<file path="src/rtl/picnic_pkg.sv">
// Shared Picnic definitions for the challenge-expansion stage:
// default repetition count, digest width and trit encoding.
package picnic_pkg;

    localparam int T  = 219;
    localparam int DW = 256;

    localparam int              CH_W      = 2;
    localparam logic [CH_W-1:0] CH_REJECT = 2'b11;

    typedef logic [CH_W-1:0] ch_t;

    typedef enum logic [1:0] {
        IDLE,
        REQ,
        SCAN,
        DONE
    } ce_state_t;

endpackage

</file>
<file path="src/rtl/challenge_expand.sv">
// Expands SM3 challenge digests into T ZKB++ trits. It reads each digest two bits
// at a time, MSB first, drops the 2'b11 code and asks for a rehash when a digest runs dry.
module challenge_expand
    import picnic_pkg::*;
#(
    parameter int T  = picnic_pkg::T,
    parameter int DW = picnic_pkg::DW,
    localparam int IW = $clog2(T + 1)
) (
    input  logic          clk,
    input  logic          reset,
    input  logic          start,
    output logic          hash_req,
    output logic          rehash,
    input  logic          hash_valid,
    input  logic [DW-1:0] hash_in,
    output logic          ch_valid,
    input  logic          ch_ready,
    output ch_t           ch_value,
    output logic [IW-1:0] ch_index,
    output logic          done
);

    localparam int NP = DW / 2;
    localparam int PW = (NP > 1) ? $clog2(NP) : 1;
    localparam logic [PW-1:0] LAST_PAIR  = PW'(NP - 1);
    localparam logic [IW-1:0] LAST_COUNT = IW'(T - 1);

    ce_state_t     state;
    logic [DW-1:0] shift_buf;
    logic [PW-1:0] pair_idx;
    logic [IW-1:0] count;
    ch_t           pair;
    logic          pair_ok;
    logic          accept;
    logic          consume;

    // Outputs decode only from registered state, so ch_ready and hash_valid never reach them.
    assign pair     = shift_buf[DW-1 -: CH_W];
    assign pair_ok  = (pair != CH_REJECT);
    assign hash_req = (state == REQ);
    assign done     = (state == DONE);
    assign ch_valid = (state == SCAN) && pair_ok;
    assign ch_value = ch_valid ? pair : '0;
    assign ch_index = count;

    // A rejected pair is consumed without a handshake; a good one waits for ch_ready.
    assign accept  = ch_valid && ch_ready;
    assign consume = (state == SCAN) && (!pair_ok || ch_ready);

    always_ff @(posedge clk) begin
        if (reset) begin
            state     <= IDLE;
            rehash    <= 1'b0;
            shift_buf <= '0;
            pair_idx  <= '0;
            count     <= '0;
        end else begin
            case (state)
                IDLE: begin
                    if (start) begin
                        count  <= '0;
                        rehash <= 1'b0;
                        state  <= REQ;
                    end
                end
                REQ: begin
                    if (hash_valid) begin
                        shift_buf <= hash_in;
                        pair_idx  <= '0;
                        state     <= SCAN;
                    end
                end
                SCAN: begin
                    if (consume) begin
                        shift_buf <= shift_buf << CH_W;
                        pair_idx  <= pair_idx + 1'b1;
                        if (accept) begin
                            count <= count + 1'b1;
                        end
                        // Finishing wins over running out of pairs; leftovers are discarded.
                        if (accept && count == LAST_COUNT) begin
                            state <= DONE;
                        end else if (pair_idx == LAST_PAIR) begin
                            rehash <= 1'b1;
                            state  <= REQ;
                        end
                    end
                end
                DONE: begin
                    state <= IDLE;
                end
                default: begin
                    state <= IDLE;
                end
            endcase
        end
    end

    a_value_legal: assert property (@(posedge clk) disable iff (reset)
        ch_valid |-> (ch_value != CH_REJECT));

    a_hold_under_stall: assert property (@(posedge clk) disable iff (reset)
        (ch_valid && !ch_ready) |=> (ch_valid && $stable(ch_value) && $stable(ch_index)));

endmodule

</file>
<file path="config.mk">
export PLATFORM = sky130hd
export DESIGN_NAME = challenge_expand
export DESIGN_NICKNAME = d
export VERILOG_FILES = /design/src/rtl/picnic_pkg.sv /design/src/rtl/challenge_expand.sv
export SDC_FILE = /design/constraint.sdc
export NUM_CORES = 1
export LEC_CHECK = 0
export ABC_CLOCK_PERIOD_IN_PS = 3300
export BUFFER_PORTS_ARGS = -buffer_cell sky130_fd_sc_hd__buf_2
export CAP_MARGIN = 20
export CORE_UTILIZATION = 29
export CTS_CLUSTER_SIZE = 8
export DETAILED_ROUTE_END_ITERATION = 7
export GPL_TIMING_DRIVEN = 0
export SETUP_SLACK_MARGIN = 0.15
export SLEW_MARGIN = 20
export SYNTH_ARGS = -nofsm -noshare
export SYNTH_HDL_FRONTEND = slang
export SYNTH_SLANG_ARGS = --single-unit
</file>
<file path="constraint.sdc">
create_clock -name clk -period 3.3 [get_ports clk]
set_input_delay 0.66 -clock clk [delete_from_list [all_inputs] [get_ports clk]]
set_output_delay 0.66 -clock clk [all_outputs]
set_load 0.01 [all_outputs]
</file>
==> results by group <==
Status
  – Status: finished, final reports clean

CTS
  – CTS max path bufs: 3
  – H-tree depth: 2
  – CTS root buffer: clkbuf_16
  – Reg clk slew, reported paths: 0.05 ns
  – Post-CTS resize count: 0
  – Total CTS buffers: 40
  – Clk_lat worst skew: 0.55 ns
  – Clk sink count: 274
  – # hold bufs at CTS: 0
  – CTS tree: built

Routing
  – Vias post-DR: 11900
  – Initial DRC Count: 684
  – DRC violations left: 0
  – Final ANT Viol Nets: 0
  – Detailed Routing Iterations Pass 1: 5
  – Drt via density: 4.99
  – Average wire per standard cell: 15.3 um
  – Final WL: 36500 um

Floorplanning
  – Initial Util: 29.6%
  – DIE WIDTH: 204 um
  – Row count: 73
  – Core outline area: 39900 sq um
  – Die Y: 204 um
  – I/O pins: 275
  – Die area: 41500 sq um

Synth
  – Synth Area in Compound Gates: 20.2%
  – EDFF count, synth: 0
  – Warnings, synthesis: 0
  – Synth Area in Adders: 0.318%
  – Synth Area in Simple Gates: 27.0%
  – Main combinational cell family by area after synthesis: simple AND/OR/NAND/NOR gates
  – Avg Cell Area, Syn: 7.67 sq um
  – Flops & latches, synth: 274
  – Mapped Cells: 1538
  – Syn nets: 1802
  – Post-synth cell types: 35
  – Ys flop type: dfxtp_1
  – Sequential share of the synthesized area: 46.5%
  – Synth cell count leaders: nand2_1 (517), dfxtp_1 (274), nor2_1 (271), a311oi_1 (254), clkbuf_1 (79)
  – Top-count cell post-synth: nand2_1
  – Mux contribution to synthesized area: 0%
  – Post-synth top area share: 46.5%
  – Mapped Area: 11800 sq um
  – Xor-xnor portion of the synthesized cell area: 0.742%
  – Synth area leader: dfxtp_1
  – Asr flop ratio synth: 0%
  – Main area contributors after synthesis: dfxtp_1 (46%), a311oi_1 (19%), nand2_1 (16%)

Final layout
  – Register area: 5490 sq um
  – Area Overhead vs Synth: 26.3%
  – Layout cells sized above 1: 20.0%
  – Nets: 2117
  – Multi-input logic area: 5700 sq um
  – Final Util: 37.3%
  – Fill cells: 4181

Power and ir drop
  – Total power: 11.8 mW
  – Sequential Power Share: 40.5%
  – Peak supply drop: 0.292 mV
  – Combinational Power Share: 28.6%
  – Leak: 5.91 nW
  – Power Internal: 7.77 mW
  – Sw Ratio: 34.4%
  – Clock power share: 30.9%
  – Switch Pwr: 4.07 mW
  – Power Density: 794 nW/um^2

Timing
  – Fin crit share: 82.8%
  – Clock Skews: 0.0285 ns
  – RSZ-0062 raised after global routing: false
  – Max frequency: 366 MHz
  – Setup_tns: 0 ns
  – Hold_ws: 0.370 ns
  – Slew headroom: 46.6%
  – Post-route minimum period: 2.73 ns
  – Least-Margin Pin Slew: 0.801 ns
  – Pins Over Slew Limit: 0
  – Final Setup Violations: 0
  – Final hold viol count: 0
  – Post-route setup slack: 0.569 ns

Setup path
  – CP Capture Point: ch_value[0]
  – Critical path arrival: 2.07 ns
  – R2R Setup Slk: 1.03 ns
  – Critical Path Sink Type: output pin
  – CP Data Required Time: 2.64 ns
  – Reg2reg end: shift_buf[134]
  – Worst-path fanout max: 19
  – Worst Setup Path Type: reg2out
  – R2r worst-path depth: 6
  – Launch point of the worst path: state[1]
  – Worst setup SP type: flip-flop
  – Worst r2r src: state[0]

Place
  – PortBufs: 274
  – Gpl congestion: 0.802
  – Pre-CTS WS: 0.781 ns
  – Dpl hpwl: 25900 um

Min path
  – Hold WC Path Type: in2reg

GRT
  – First-pass GRT wire length: 58400 um
  – Total congestion overflow: 0
  – Initial antenna violation count: 6
  – All-Layer GR Usage: 17.4%
  – Vias in the first global route: 11400
  – Largest net degree at the start of global routing: 11

Job
  – Max cap viols: 0
## state kept, by name (all words and copies together) (netlist names)
signal     cells
pair_idx       7
rehash         1
state          2
ch_index       8
shift_buf    256
## area by class of cell
type                            count  area share [%]
Inverter                            3          0.0755
Buffer                            144            4.07
Multi-Input combinational cell   1116            38.2
Tap cell                          525            4.41
Antenna cell                        2          0.0336
Sequential cell                   274            36.8
Timing Repair Buffer              274            9.20
Clock buffer                       46            7.08
Clock inverter                      2           0.118
## cell usage in the layout, fill, tap and decap left out, drive strengths merged
cell type  count
a211oi         3
a21o           1
a21oi         12
a221oi         1
a311oi       254
a31oi          3
a41oi          1
and2           2
and3           4
and4           1
buf          339
clkbuf       125
dfxtp        274
diode          2
ha             3
inv            5
nand2        517
nand2b         3
nand3          9
nand3b         1
nand4          3
nor2         271
nor2b          4
nor3           2
nor3b          1
nor4b          2
nor4bb         1
o21ai          2
o31ai          1
or2            1
or3            1
or4            2
xnor2          6
xor2           4
## how the worst min path moves through the flow
stage                  start  slack [ns]             to  cells after the start
4_1_cts           hash_in[0]        0.33   shift_buf[0]                      3
6_report          hash_in[0]        0.37   shift_buf[0]                      3
3_5_place_dp          rehash        0.46         rehash                      2
2_1_floorplan   shift_buf[0]        0.45   shift_buf[0]                      2
3_3_place_gp   shift_buf[76]        0.46  shift_buf[78]                      2
5_1_grt           hash_in[0]        0.35   shift_buf[0]                      3
## per-layer routing
| layer | up-vias | wire (um) | global-route usage, % |
|---|---|---|---|
| met3 | 52 | 2430 | 4.14 |
| met4 | 8 | 670 | 5.02 |
| met5 | - | 46 | 0 |
| met1 | 5526 | 16800 | 23.3 |
| li1 | 5987 | - | - |
| met2 | 343 | 16600 | 27.8 |
## metrics by stage
| step | instance area [sq um] | cells |
|---|---|---|
| 3_5_place_dp | 13800 | 2337 |
| 6_report | 14900 | 2386 |
| 2_1_floorplan | 11800 | 1538 |
| 4_1_cts | 14900 | 2385 |
| 5_1_grt | 14900 | 2386 |
| 3_3_place_gp | 13800 | 2337 |
## power groups by stage
| stage | Sequential [mW] | Combinational [mW] | Clock, mW |
|---|---|---|---|
| after floorplan | 4.71 | 2.49 | 0 |
| after CTS | 4.78 | 3.42 | 3.77 |
| after global placement | 4.81 | 3.33 | 0 |
| after detailed placement | 4.84 | 3.40 | 0 |
| after global routing | 4.92 | 3.88 | 3.91 |
| final | 4.79 | 3.39 | 3.66 |
## cell families (layout without fill, tap and decap cells)
| kind of cell | count (synthesis) | after routing |
|---|---|---|
| other cells | 0 | 2 |
| simple gates | 825 | 825 |
| fa+ha+maj | 3 | 3 |
| xor+xnor | 10 | 10 |
| compound gates | 278 | 278 |
| buf+inv | 148 | 469 |
| flops | 274 | 274 |
## critical path: stages (launching register included)
cell	delay, ns
dfxtp_1	0.32
buf_2	0.19
nor2b_1	0.14
buf_2	0.19
buf_2	0.34
and3_1	0.21
buf_2	0.14
## what timing repair did
item / CTS / global route
endpoints found under the hold margin: 0 / 0
buffers inserted: 0 / 0
endpoints found under the setup margin: 0 / 2
Note: power is estimated with default switching activity, not from simulation.
